### config.mk
export PLATFORM = sky130hd
export DESIGN_NAME = vga_tablero_render_flat
export DESIGN_NICKNAME = d
export VERILOG_FILES = /design/src/rtl/vga_tablero_render_pkg.sv /design/src/rtl/vga_tablero_render_if.sv /design/src/rtl/vga_tablero_render_glyph.sv /design/src/rtl/vga_tablero_render.sv /design/src/flat_wrapper.sv
export SDC_FILE = /design/constraint.sdc
export NUM_CORES = 1
export LEC_CHECK = 0
export CAP_MARGIN = 40
export CORE_AREA = 5 5 186 188
export DETAILED_ROUTE_END_ITERATION = 12
export DIE_AREA = 0 0 191 193
export GPL_ROUTABILITY_DRIVEN = 0
export PLACE_DENSITY = 0.75
export REMOVE_ABC_BUFFERS = 1
export SYNTH_ARGS = -nofsm -noshare
export SYNTH_HDL_FRONTEND = slang
export SYNTH_SLANG_ARGS = --single-unit
export TNS_END_PERCENT = 10
### constraint.sdc
create_clock -name clk -period 9.43 [get_ports clk]
set_input_delay 1.886 -clock clk [delete_from_list [all_inputs] [get_ports clk]]
set_output_delay 1.886 -clock clk [all_outputs]
set_load 0.05 [all_outputs]
### src/rtl/vga_tablero_render_pkg.sv
// buscaminas_pkg: shared types, colours, VGA timing and helpers for the board renderer.
//   cell_t      : packed board cell {revealed, flag, bomb, count[3:0]}
//   rgb_t       : packed 24-bit pixel colour {r, g, b}
//   count_rgb() : digit colour per neighbour count
//   tile_split(): pixel offset -> {tile index, offset inside tile} without a divider
package buscaminas_pkg;
    localparam int VGA_H_VIS  = 640;
    localparam int VGA_H_FP   = 16;
    localparam int VGA_H_SYNC = 96;
    localparam int VGA_H_BP   = 48;
    localparam int VGA_V_VIS  = 480;
    localparam int VGA_V_FP   = 10;
    localparam int VGA_V_SYNC = 2;
    localparam int VGA_V_BP   = 33;
    localparam int CELL_PX    = 50;
    localparam int BOARD_PX   = 8 * CELL_PX;
    localparam int X0         = 120;
    localparam int Y0         = 40;
    localparam logic [3:0] ST_VICTORIA = 4'd5;
    localparam logic [3:0] ST_DERROTA  = 4'd6;
    typedef struct packed {
        logic       revealed;
        logic       flag;
        logic       bomb;
        logic [3:0] count;
    } cell_t;
    typedef struct packed {
        logic [7:0] r;
        logic [7:0] g;
        logic [7:0] b;
    } rgb_t;
    localparam rgb_t C_BLACK  = 24'h000000;
    localparam rgb_t C_WIN    = 24'h008000;
    localparam rgb_t C_LOSE   = 24'h800000;
    localparam rgb_t C_BG     = 24'h202020;
    localparam rgb_t C_CURSOR = 24'hFFFF00;
    localparam rgb_t C_GRID   = 24'h606060;
    localparam rgb_t C_FLAG   = 24'hFF0000;
    localparam rgb_t C_HIDDEN = 24'hC0C0C0;
    localparam rgb_t C_BOMB   = 24'hFF4040;
    localparam rgb_t C_OPEN   = 24'hE0E0E0;
    function automatic rgb_t count_rgb(input logic [3:0] n);
        case (n)
            4'd1:    return 24'h0000FF;
            4'd2:    return 24'h008000;
            4'd3:    return 24'hFF0000;
            4'd4:    return 24'h000080;
            4'd5:    return 24'h800000;
            4'd6:    return 24'h008080;
            4'd7:    return 24'h000000;
            4'd8:    return 24'h808080;
            default: return C_OPEN;
        endcase
    endfunction
    // Seven conditional subtractions cover offsets 0..399; result is {idx[2:0], rem[5:0]}.
    function automatic logic [8:0] tile_split(input logic [8:0] v);
        logic [8:0] rem;
        logic [2:0] idx;
        rem = v;
        idx = '0;
        for (int k = 0; k < 7; k++) begin
            if (rem >= 9'(CELL_PX)) begin
                rem = rem - 9'(CELL_PX);
                idx = idx + 3'd1;
            end
        end
        return {idx, rem[5:0]};
    endfunction
endpackage

### src/rtl/vga_tablero_render_if.sv
// vga_tablero_render_if: game-state inputs and VGA outputs of the board renderer.
//   tablero[8][8], i_actual, j_actual, state : board, cursor and game state (game -> renderer)
//   hsync, vsync, blank_n, r, g, b            : VGA signals (renderer -> display)
//   master: renderer side; slave: game/display side.
interface vga_tablero_render_if;
    import buscaminas_pkg::*;
    cell_t      tablero [8][8];
    logic [2:0] i_actual;
    logic [2:0] j_actual;
    logic [3:0] state;
    logic       hsync;
    logic       vsync;
    logic       blank_n;
    logic [7:0] r;
    logic [7:0] g;
    logic [7:0] b;
    modport master (input tablero, i_actual, j_actual, state,
                    output hsync, vsync, blank_n, r, g, b);
    modport slave  (output tablero, i_actual, j_actual, state,
                    input hsync, vsync, blank_n, r, g, b);
endinterface

### src/rtl/vga_tablero_render_glyph.sv
// digit_glyph_rom: 5x7 bitmap font for digits 1..8.
//   digit : value to draw; anything outside 1..8 is never lit
//   row   : glyph row 0..6 (top first)
//   col   : glyph column 0..4 (left first)
//   lit   : pixel is part of the digit
module digit_glyph_rom (
    input  logic [3:0] digit,
    input  logic [2:0] row,
    input  logic [2:0] col,
    output logic       lit
);
    // Row 0 occupies the top five bits, leftmost column in the MSB of each row.
    localparam logic [34:0] FONT [8] = '{
        35'b00100_01100_00100_00100_00100_00100_01110,
        35'b01110_10001_00001_00010_00100_01000_11111,
        35'b11111_00010_00100_00010_00001_10001_01110,
        35'b00010_00110_01010_10010_11111_00010_00010,
        35'b11111_10000_11110_00001_00001_10001_01110,
        35'b00110_01000_10000_11110_10001_10001_01110,
        35'b11111_00001_00010_00100_01000_01000_01000,
        35'b01110_10001_10001_01110_10001_10001_01110
    };
    logic        w_ok;
    logic [34:0] w_bits;
    logic [5:0]  w_idx;
    always_comb begin
        w_ok   = (digit >= 4'd1) && (digit <= 4'd8) && (row <= 3'd6) && (col <= 3'd4);
        w_bits = FONT[3'(digit - 4'd1)];
        // Index is clamped when out of range so the read never goes past the bitmap.
        w_idx  = w_ok ? 6'd34 - (6'(row) * 6'd5 + 6'(col)) : 6'd0;
        lit    = w_ok && w_bits[w_idx];
    end
endmodule

### src/rtl/vga_tablero_render.sv
// vga_tablero_render: draws the 8x8 minesweeper board, cursor and game state as a VGA frame.
//   clk : pixel clock (25 MHz for 640x480@60)
//   rst : asynchronous, active-low reset
//   bus : master side of vga_tablero_render_if (board/cursor/state in, sync/blank/RGB out)
// Two register stages: S1 decodes the counters into tile coordinates, S2 looks up the cell,
// picks the colour and registers it together with the delayed syncs.
module vga_tablero_render
    import buscaminas_pkg::*;
#(
    parameter int H_VIS  = VGA_H_VIS,
    parameter int H_FP   = VGA_H_FP,
    parameter int H_SYNC = VGA_H_SYNC,
    parameter int H_BP   = VGA_H_BP,
    parameter int V_VIS  = VGA_V_VIS,
    parameter int V_FP   = VGA_V_FP,
    parameter int V_SYNC = VGA_V_SYNC,
    parameter int V_BP   = VGA_V_BP
) (
    input logic                  clk,
    input logic                  rst,
    vga_tablero_render_if.master bus
);
    localparam int H_TOT = H_VIS + H_FP + H_SYNC + H_BP;
    localparam int V_TOT = V_VIS + V_FP + V_SYNC + V_BP;
    logic [9:0] r_hc, r_vc;
    logic       r1_vis, r1_hs, r1_vs, r1_in;
    logic [2:0] r1_row, r1_col;
    logic [5:0] r1_px, r1_py;
    logic       w_hs, w_vs, w_vis, w_in;
    logic [8:0] w_xo, w_yo, w_xs, w_ys;
    cell_t      w_cell;
    logic       w_cursor, w_grid, w_tri, w_disc, w_gin, w_lit;
    logic [5:0] w_dx, w_dy;
    logic [10:0] w_d2;
    logic [2:0] w_grow, w_gcol;
    rgb_t       w_bg, w_rgb;
    always_ff @(posedge clk or negedge rst) begin
        if (!rst) begin
            r_hc <= '0;
            r_vc <= '0;
        end else begin
            r_hc <= (r_hc == 10'(H_TOT - 1)) ? '0 : r_hc + 10'd1;
            if (r_hc == 10'(H_TOT - 1))
                r_vc <= (r_vc == 10'(V_TOT - 1)) ? '0 : r_vc + 10'd1;
        end
    end
    always_comb begin
        w_hs  = !((r_hc >= 10'(H_VIS + H_FP)) && (r_hc < 10'(H_VIS + H_FP + H_SYNC)));
        w_vs  = !((r_vc >= 10'(V_VIS + V_FP)) && (r_vc < 10'(V_VIS + V_FP + V_SYNC)));
        w_vis = (r_hc < 10'(H_VIS)) && (r_vc < 10'(V_VIS));
        w_in  = (r_hc >= 10'(X0)) && (r_hc < 10'(X0 + BOARD_PX)) &&
                (r_vc >= 10'(Y0)) && (r_vc < 10'(Y0 + BOARD_PX));
        // Offsets wrap outside the board; in_board masks them downstream.
        w_xo  = r_hc[8:0] - 9'(X0);
        w_yo  = r_vc[8:0] - 9'(Y0);
        w_xs  = tile_split(w_xo);
        w_ys  = tile_split(w_yo);
    end
    always_ff @(posedge clk or negedge rst) begin
        if (!rst) begin
            r1_vis <= 1'b0;
            r1_hs  <= 1'b1;
            r1_vs  <= 1'b1;
            r1_in  <= 1'b0;
            r1_row <= '0;
            r1_col <= '0;
            r1_px  <= '0;
            r1_py  <= '0;
        end else begin
            r1_vis <= w_vis;
            r1_hs  <= w_hs;
            r1_vs  <= w_vs;
            r1_in  <= w_in;
            r1_row <= w_ys[8:6];
            r1_col <= w_xs[8:6];
            r1_px  <= w_xs[5:0];
            r1_py  <= w_ys[5:0];
        end
    end
    digit_glyph_rom u_glyph (
        .digit (w_cell.count),
        .row   (w_grow),
        .col   (w_gcol),
        .lit   (w_lit)
    );
    always_comb begin
        w_cell   = bus.tablero[r1_row][r1_col];
        w_cursor = (r1_row == bus.i_actual) && (r1_col == bus.j_actual) &&
                   ((r1_px <= 6'd2) || (r1_px >= 6'd47) || (r1_py <= 6'd2) || (r1_py >= 6'd47));
        w_grid   = (r1_px == 6'd0) || (r1_py == 6'd0);
        w_dx     = (r1_px >= 6'd25) ? r1_px - 6'd25 : 6'd25 - r1_px;
        w_dy     = (r1_py >= 6'd25) ? r1_py - 6'd25 : 6'd25 - r1_py;
        // Flag pennant widens by one pixel every two rows from its apex at py=10.
        w_tri    = (r1_py >= 6'd10) && (r1_py <= 6'd40) && (w_dx <= ((r1_py - 6'd10) >> 1));
        w_d2     = 11'(w_dx) * 11'(w_dx) + 11'(w_dy) * 11'(w_dy);
        w_disc   = w_d2 <= 11'd225;
        w_gin    = (r1_px >= 6'd15) && (r1_px <= 6'd34) && (r1_py >= 6'd11) && (r1_py <= 6'd38);
        w_gcol   = 3'((r1_px - 6'd15) >> 2);
        w_grow   = 3'((r1_py - 6'd11) >> 2);
        w_bg     = (bus.state == ST_VICTORIA) ? C_WIN : (bus.state == ST_DERROTA) ? C_LOSE : C_BG;
        w_rgb    = !r1_vis              ? C_BLACK :
                   !r1_in               ? w_bg :
                   w_cursor             ? C_CURSOR :
                   w_grid               ? C_GRID :
                   !w_cell.revealed     ? ((w_cell.flag && w_tri) ? C_FLAG : C_HIDDEN) :
                   w_cell.bomb          ? (w_disc ? C_BLACK : C_BOMB) :
                   (w_gin && w_lit)     ? count_rgb(w_cell.count) : C_OPEN;
    end
    always_ff @(posedge clk or negedge rst) begin
        if (!rst) begin
            bus.hsync   <= 1'b1;
            bus.vsync   <= 1'b1;
            bus.blank_n <= 1'b0;
            bus.r       <= '0;
            bus.g       <= '0;
            bus.b       <= '0;
        end else begin
            bus.hsync   <= r1_hs;
            bus.vsync   <= r1_vs;
            bus.blank_n <= r1_vis;
            bus.r       <= w_rgb.r;
            bus.g       <= w_rgb.g;
            bus.b       <= w_rgb.b;
        end
    end
endmodule

### src/flat_wrapper.sv
// flat-port wrapper written by rule: the top's interface ports become plain ports
module vga_tablero_render_flat import buscaminas_pkg::*;
#(
    parameter int H_VIS  = VGA_H_VIS,
    parameter int H_FP   = VGA_H_FP,
    parameter int H_SYNC = VGA_H_SYNC,
    parameter int H_BP   = VGA_H_BP,
    parameter int V_VIS  = VGA_V_VIS,
    parameter int V_FP   = VGA_V_FP,
    parameter int V_SYNC = VGA_V_SYNC,
    parameter int V_BP   = VGA_V_BP
)
  (clk, rst, bus_tablero, bus_i_actual, bus_j_actual, bus_state, bus_hsync, bus_vsync, bus_blank_n, bus_r, bus_g, bus_b);
  vga_tablero_render_if bus_i ();
  input logic clk;
  input logic rst;
  input wire logic [$bits(bus_i.tablero)-1:0] bus_tablero;
  input wire logic [$bits(bus_i.i_actual)-1:0] bus_i_actual;
  input wire logic [$bits(bus_i.j_actual)-1:0] bus_j_actual;
  input wire logic [$bits(bus_i.state)-1:0] bus_state;
  output wire logic [$bits(bus_i.hsync)-1:0] bus_hsync;
  output wire logic [$bits(bus_i.vsync)-1:0] bus_vsync;
  output wire logic [$bits(bus_i.blank_n)-1:0] bus_blank_n;
  output wire logic [$bits(bus_i.r)-1:0] bus_r;
  output wire logic [$bits(bus_i.g)-1:0] bus_g;
  output wire logic [$bits(bus_i.b)-1:0] bus_b;
  assign bus_i.tablero = {>>{bus_tablero}};
  assign bus_i.i_actual = bus_i_actual;
  assign bus_i.j_actual = bus_j_actual;
  assign bus_i.state = bus_state;
  assign bus_hsync = bus_i.hsync;
  assign bus_vsync = bus_i.vsync;
  assign bus_blank_n = bus_i.blank_n;
  assign bus_r = bus_i.r;
  assign bus_g = bus_i.g;
  assign bus_b = bus_i.b;
  vga_tablero_render #(.H_VIS(H_VIS), .H_FP(H_FP), .H_SYNC(H_SYNC), .H_BP(H_BP), .V_VIS(V_VIS), .V_FP(V_FP), .V_SYNC(V_SYNC), .V_BP(V_BP)) u_core (.clk(clk), .rst(rst), .bus(bus_i));
endmodule
==> run metrics, run 1 <==
status=finished, final reports clean; worst-path cell with the longest stage delay=o21bai_1; initial antenna violation count=38; io pins=487; Via density=6.29; fill count=2875; CTS Buf Count=9; gr usage total=35.9%; leakage=7.52 nW; Area Overhead vs Synth=40.5%; distinct cell type count after synthesis=104; Row Count=67; Resized Gates After CTS=0; die area=0.0369 mm^2; RR Endpoint=u_core.r1_row[1]; worst-path maximum fanout=15; multi-input logic area=0.0111 mm^2; routed wire length=68400 um; Die Wd=191 um; post-synthesis compound-gate area fraction=18.0%; RSZ-0062 raised after global routing=false; Hold Vio Cnt, Final=0; Finished Cell Area=0.0189 mm^2; XOR/XNOR Fraction of Synth Area=6.95%; Setup CP Type=reg2reg; mux share of post-synthesis cell area=27.2%; clock edge transition at the registers on the reported setup and hold paths=0.05 ns; via count=14900; synth warn=0; Port Buffer Count=486; power density over the cells=49.9 mW/mm^2; Crit path required time=9.65 ns; dpl hpwl=59700 um; clk buf depth=2; Simple-Gate Fraction of Synth Area=17.2%; fin nets=2478; max_cap viols=0; clock latency on the worst-skew pair=0.34 ns; vias in the first global route=14300; first-pass GRT wire length=95900 um; Wirelength per Cell=28.8 um; Mapped Area=0.0134 mm^2; Post-DP Area=0.0185 mm^2; Crit path top cell by count=ha_1; largest family of logic cells by synthesized area=multiplexers; Core ar.=0.0329 mm^2; root buffer cell=clkbuf_16; Remaining Overflow, GRT=0; CTS HTree Levels=3; slowest cell delay on critical path=0.75 ns; post-route setup TNS=0 ns; Post-Syn Area per Cell=9.04 um^2; critical path launch point=u_core.r_vc[1]; critical path data arrival time=8.36 ns; dominant cell type by area after synthesis=mux4_2; DIE HEIGHT=193 um; sequential-to-total area share from yosys stat=10.6%; adder-cell share of the synthesized area=13.4%; R2R Setup Slk=1.29 ns; cts hold-fix bufs=0; asr flop ratio synth=100%; count leader, synth=mux4_2; final max-slew violation count=0; Worst R2R Path Depth=25; reg-to-reg startpoint=u_core.r_vc[1]; Post-synth top cells=149 x mux4_2, 124 x nand2_1, 113 x nor2_1; Startpoint Class=flip-flop; Clock Skew=0.00932 ns; post-synth top area share=25.0%; number of synthesized flops with an enable pin=0; CP Capture Type=flip-flop; HP Class=reg2reg; relative max-transition margin=36.9%; #FFs+latches synth=57; largest net degree at the start of global routing=70; initial core utilization=40.8%; FF/Latch Area=0.00144 mm^2; residual DRC count=0; CP endpoint=u_core.r1_row[1]; peak supply drop=0.0000810 V; Final min period=8.14 ns; First-pass DRT Iterations=7; top post-synthesis cells by area=mux4_2 25%, dfrtp_1 9.9%, ha_1 8.1%; f_max=123 MHz; Routed Antenna Nets=0; final worst path period share=86.3%; Setup Fix Bufs, Post-CTS=0; Clock Sinks=57; layout cell share with drive strength beyond 1=12.4%; Mapped Cells=1487; top_reg_cell synth=dfrtp_1; endpoints failing setup=0; Starting DRT DRC Count=1483; Slew @ Worst Pin=0.945 ns; CTS tree=yes
==> per-layer routing <==
layer	wire (um)	GRT usage, %
met5	198	0
met4	5060	22.8
met2	31000	58.2
met3	8740	12.2
met1	23500	40.7
==> flip-flops by register name, indices dropped and copies added, names as in the netlist, 3 cells and up <==
| name | cells |
|---|---|
| u_core.bus.b | 4 |
| u_core.bus.g | 4 |
| u_core.bus.r | 4 |
| u_core.r1_col | 3 |
| u_core.r1_px | 6 |
| u_core.r1_py | 6 |
| u_core.r1_row | 3 |
| u_core.r_hc | 10 |
| u_core.r_vc | 10 |
==> cell type report <==
cell class,count,share of cell area [%]
inverters,110,2.19
clock inverters,6,0.351
multi-input cells,1221,58.9
flip-flops and latches,57,7.63
clock buffers,10,1.27
diodes,22,0.292
repair buffers,497,26.4
well taps,448,2.97
==> metrics by stage <==
step	hold WS [ns]	util [%]	power, mW	std cells	setup WS, ns
6_report	0.357	57.3	0.943	2371	1.29
5_1_grt	0.365	57.2	0.969	2360	0.756
4_1_cts	0.360	57.1	0.943	2347	1.43
3_5_place_dp	0.348	56.2	0.601	2331	1.34
3_3_place_gp	0.350	56.1	0.599	2330	1.52
2_1_floorplan	0.345	-	0.342	1388	0.120
==> worst max-delay path: cells and delay by family (launching register included) <==
kind | cells | cell delay (ns)
fa+ha+maj | 2 | 0.67
mux | 3 | 0.97
flops | 1 | 0.65
compound gates | 9 | 2.77
buf+inv | 4 | 0.81
xor+xnor | 1 | 0.33
simple gates | 6 | 1.80
==> report_power, final <==
group	internal, mW	switching [mW]
Combinational	0.234	0.122
Sequential	0.246	0.000468
Clock	0.212	0.129
Total	0.692	0.251
==> cell families (layout without fill, tap and decap cells) <==
logic type               count (synthesis)  after routing
AND/OR/NAND/NOR                        464            464
XOR/XNOR                               105            105
buffers and inverters                  209            623
multiplexers                           177            177
flip-flops                              57             57
other                                    0             22
AO/OA/AOI/OAI                          352            352
adder cells (fa/ha/maj)                123            123
==> cell usage in the layout (no fill, tap or decap), types with 15 or more instances in the layout <==
cell type        instances
clkdlybuf4s50_1        485
mux4_2                 149
nand2_1                124
nor2_1                 113
inv_1                  104
ha_1                    87
o21ai_0                 73
a21oi_1                 66
xnor2_1                 64
dfrtp_1                 50
nand3_1                 41
xor2_1                  39
fa_1                    35
nor3_1                  30
a31oi_1                 26
diode_2                 22
and2_1                  22
nor2b_1                 19
mux2i_1                 17
a21o_1                  17
o211ai_1                15
nand4_1                 15
==> worst min path at each step <==
stage            startpoint               end  cells after the start
5_1_grt        u_core.r1_hs  u_core.bus.hsync                      0
6_report       u_core.r1_hs  u_core.bus.hsync                      0
4_1_cts        u_core.r1_hs  u_core.bus.hsync                      0
2_1_floorplan  u_core.r1_hs  u_core.bus.hsync                      0
3_3_place_gp   u_core.r1_hs  u_core.bus.hsync                      0
3_5_place_dp   u_core.r1_hs  u_core.bus.hsync                      0
No activity file was read; power rests on OpenSTA's default activity.
==> run 2, diff against run 1 <==
CORE_AREA = unset   (was 5 5 186 188)
CORE_ASPECT_RATIO = 0.9   (was unset)
CORE_MARGIN = 5   (was unset)
CORE_UTILIZATION = 40   (was unset)
DIE_AREA = unset   (was 0 0 191 193)
PLACE_DENSITY = 0.73   (was 0.75)
==> run 2 against run 1 <==
Utilization decreased by 0.27 points. Non-clock buffer count decreased by 3. Design area decreased by 0.22%. Sequential cell count unchanged. Critical path depth increased by 1. Largest cell class unchanged. Maximum frequency increased by 0.83%.
==> run metrics, run 2 (synthesis results as in run 1) <==
endpoints failing setup=0; residual DRC count=0; final design utilization=57.0%; clock edge transition at the registers on the reported setup and hold paths=0.06 ns; CP endpoint=u_core.r1_row[1]; slowest cell delay on critical path=0.71 ns; Regs by FF count=u_core.r_hc (10), u_core.r_vc (10); Die Wd=203 um; Wirelength per Cell=28.1 um; worst-path cell with the longest stage delay=o21bai_1; Setup CP Type=reg2reg; RSZ-0062 raised after global routing=false; DIE HEIGHT=184 um; final worst slack=1.36 ns; Slew @ Worst Pin=0.893 ns; max_cap viols=0; worst-path maximum fanout=15; reg-to-reg startpoint=u_core.r_vc[1]; critical path launch point=u_core.r_vc[1]; Crit path required time=9.65 ns; Core ar.=0.0330 mm^2; Routed Antenna Nets=0; CP top delay family=compound AO/OA/AOI/OAI gates; initial antenna violation count=43; Via density=6.27; WP depth=26; gr usage total=33.8%; f_max=124 MHz; Layout Cells excl Fill=2347; initial core utilization=40.7%; largest net degree at the start of global routing=71; Starting DRT DRC Count=1754; relative max-transition margin=40.4%; commonest non-fill, non-tap cell in the layout=clkdlybuf4s50_1; CP Capture Type=flip-flop; cts hold-fix bufs=0; status=finished, final reports clean; Setup WS pre-CTS=1.50 ns; Remaining Overflow, GRT=0; Final min period=8.07 ns; final worst path period share=85.6%; Inst Count DP=2304; Clock Sinks=57; final max-slew violation count=0; CTS HTree Levels=3; leakage=7.51 nW; clock latency on the worst-skew pair=0.35 ns; Row Count=63; layout cell share with drive strength beyond 1=12.3%; Hold Vio Cnt, Final=0; fin nets=2475; vias in the first global route=13900; R2R Setup Slk=1.36 ns; CTS Buf Count=9; dpl hpwl=56900 um; io pins=487; Area Overhead vs Synth=40.2%; die area=0.0374 mm^2; hold path start=u_core.r1_hs; power density over the cells=49.7 mW/mm^2; critical path data arrival time=8.29 ns; Startpoint Class=flip-flop; CTS tree=yes; RR Endpoint=u_core.r1_row[1]; most frequent cells in the layout=485 x clkdlybuf4s50_1, 149 x mux4_2, 124 x nand2_1; worst path bufs/invs=4; Resized Gates After CTS=0; first-pass GRT wire length=92900 um; via count=14700; Clock Skew=0.0141 ns; Setup Fix Bufs, Post-CTS=0; First-pass DRT Iterations=8; HP Class=reg2reg; post-route setup TNS=0 ns; clk buf depth=2; peak supply drop=0.0000940 V; Worst R2R Path Depth=26; routed wire length=66000 um; Port Buffer Count=486; root buffer cell=clkbuf_16
==> run 2: layer usage <==
metal  vias up  track usage, %  wire length, um
met5         -               0               45
met4         8            26.9             6620
met3       202            6.33             5330
met2       955            54.1            30200
met1      7092            40.0            23800
li1       6451               -                -
==> run 2: power breakdown <==
part           internal (mW)  leakage (nW)  switching (mW)
sequential             0.246         0.676        0.000358
clock                  0.207         0.147           0.140
combinational          0.234          6.68           0.110
==> run 2: how the worst min path moves through the flow <==
stage,to,cells past startpoint
global placement,u_core.bus.vsync,0
detailed placement,u_core.bus.hsync,0
floorplan,u_core.bus.hsync,0
global route,u_core.bus.hsync,0
CTS,u_core.bus.hsync,0
finish,u_core.bus.hsync,0
==> run 2: final cells by class <==
class                           instances  area (um^2)
Multi-Input combinational cell       1221        11100
Tap cell                              422          528
Fill cell                            2881        14200
Timing Repair Buffer                  494         4960
Clock inverter                          7         77.6
Antenna cell                           27         67.6
Inverter                              110          413
Clock buffer                            9          225
Sequential cell                        57         1440
==> run 2: stage by stage <==
step / hold slack, ns / total power, mW / area, um^2
2_1_floorplan: 0.345 / 0.342 / 13000
3_3_place_gp: 0.349 / 0.586 / 18400
3_5_place_dp: 0.348 / 0.589 / 18500
4_1_cts: 0.356 / 0.936 / 18800
5_1_grt: 0.356 / 0.962 / 18800
6_report: 0.356 / 0.936 / 18800
==> run 3, diff against run 2 <==
CORE_UTILIZATION = 30   (was 40)
DONT_BUFFER_PORTS = 1   (was unset)
PLACE_DENSITY = unset   (was 0.73)
==> run 3 against run 2 <==
Register-to-register slack improved by 0.12 ns. Sequential cell count unchanged. Critical path depth increased by 4. Power down 24%. First-iteration DRC count fell by 23%. Count of clock-buffer cells in the layout grew 3. Utilization down 25 points. Maximum frequency grew 1.5%. Via count down 12%. Routed wire length decreased by 1.9%.
==> run metrics, run 3 (synthesis results as in run 1) <==
Finished Cell Area=0.0143 mm^2; DIE HEIGHT=211 um; Setup CP Type=reg2reg; layout cell share with drive strength beyond 1=16.8%; Wirelength per Cell=31.4 um; M1 GR Usage=30.5%; hold slack=0.357 ns; endpoints failing setup=0; Post-DP Area=0.0138 mm^2; clk buf depth=2; Clock Sinks=57; worst path bufs/invs=4; root buffer cell=clkbuf_16; HP Class=reg2reg; worst hold path endpoint=u_core.bus.vsync; Final min period=7.95 ns; clock edge transition at the registers on the reported setup and hold paths=0.06 ns; dpl hpwl=56300 um; RSZ-0062 raised after global routing=false; most used routing layer=met2; Starting DRT DRC Count=1356; critical path launch point=u_core.r1_py[0]; Setup Fix Bufs, Post-CTS=0; commonest non-fill, non-tap cell in the layout=mux4_2; die area=0.0491 mm^2; Startpoint Class=flip-flop; max_cap viols=0; first-pass GRT wire length=89000 um; initial antenna violation count=94; Worst R2R Path Depth=30; reg-to-reg startpoint=u_core.r1_py[0]; leakage=5.60 nW; Hold Vio Cnt, Final=0; fill count=4615; vias in the first global route=11800; RR Endpoint=u_core.bus.r[7]; final design utilization=32.2%; status=finished, final reports clean; Core ar.=0.0442 mm^2; clock latency on the worst-skew pair=0.34 ns; post-route setup TNS=0 ns; fin nets=1992; worst-path cell with the longest stage delay=fa_1; Slew @ Worst Pin=0.875 ns; largest net degree at the start of global routing=65; via count=13000; Regs by FF count=u_core.r_hc (10), u_core.r_vc (10); CP Capture Type=flip-flop; Die Wd=233 um; final worst slack=1.48 ns; routed wire length=64700 um; R2R Setup Slk=1.48 ns; final max-slew violation count=0; Inst Count DP=1998; worst-path maximum fanout=9; power density over the cells=49.6 mW/mm^2; Via density=6.29; cts hold-fix bufs=0; met3 GRT Util=12.9%; io pins=487; Setup WS pre-CTS=1.39 ns; residual DRC count=0; Remaining Overflow, GRT=0; peak supply drop=0.0000589 V; hold path cells=0; CTS HTree Levels=3; Resized Gates After CTS=0; f_max=126 MHz; Layout Cells excl Fill=2061; Final Power=0.707 mW; relative max-transition margin=41.2%; initial core utilization=30.4%; Crit path top cell by count=fa_1; final worst path period share=84.3%; Routed Antenna Nets=0; gr usage total=25.1%; Row Count=73; Port Buffer Count=0; Clock Skew=0.0125 ns; most frequent cells in the layout=149 x mux4_2, 124 x nand2_1, 113 x nor2_1; critical path data arrival time=8.18 ns; hold path start=u_core.r1_vs; slowest cell delay on critical path=0.54 ns; CTS tree=yes; CTS Buf Count=9; CP top delay family=adder cells; First-pass DRT Iterations=8; met2 GRT Util=38.5%; Area Overhead vs Synth=6.02%; Crit path required time=9.66 ns
## run 3: changes by cell type in the layout (fill, tap and decap cells not counted), sizes merged
cell / before / now
clkinv: 6 / 3
clkdlybuf4s50: 485 / 0
clkinvlp: 1 / 3
clkbuf: 9 / 12
buf: 9 / 11
diode: 27 / 46
inv: 109 / 107
## run 3: final cells by class
cell class              count  area (um^2)  share of cell area, %
diodes                     46          115                  0.808
clock buffers              12          256                   1.80
clock inverters             4         52.6                  0.369
inverters                 110          413                   2.90
multi-input cells        1221        11100                   78.1
flip-flops and latches     57         1450                   10.1
well taps                 600          751                   5.27
repair buffers             11         95.1                  0.667
## run 3: power by group
| group | total (mW) | switching [mW] | internal [mW] |
|---|---|---|---|
| sequential | 0.249 | 0.00386 | 0.246 |
| combinational | 0.115 | 0.0467 | 0.0681 |
| clock | 0.343 | 0.124 | 0.219 |
| total | 0.707 | 0.174 | 0.533 |
## run 3: worst reg2reg max path, delay by kind of cell, from the launching register on
| kind | cells | cell delay [ns] |
|---|---|---|
| AOI/OAI and AO/OA | 8 | 1.84 |
| buffers and inverters | 4 | 0.40 |
| xor gates and xnor gates | 4 | 0.80 |
| muxes | 1 | 0.29 |
| adders and majority gates | 7 | 3.27 |
| and+or+nand+nor | 6 | 0.72 |
| DFF | 1 | 0.52 |
## run 3: layer usage
layer / part of all wire (%) / wire (um)
met4: 4.0 / 2580
met3: 14 / 9290
met1: 37 / 24000
met5: 0.62 / 400
met2: 44 / 28400
## run 3: worst max-delay path by stage
stage                       end  slack [ns]  cells past startpoint
2_1_floorplan   u_core.bus.r[4]        0.12                     20
3_3_place_gp    u_core.bus.r[7]        1.70                     31
3_5_place_dp   u_core.r1_row[1]        1.39                     26
4_1_cts        u_core.r1_row[1]        1.38                     26
5_1_grt        u_core.r1_row[1]        0.83                     26
6_report        u_core.bus.r[7]        1.48                     30
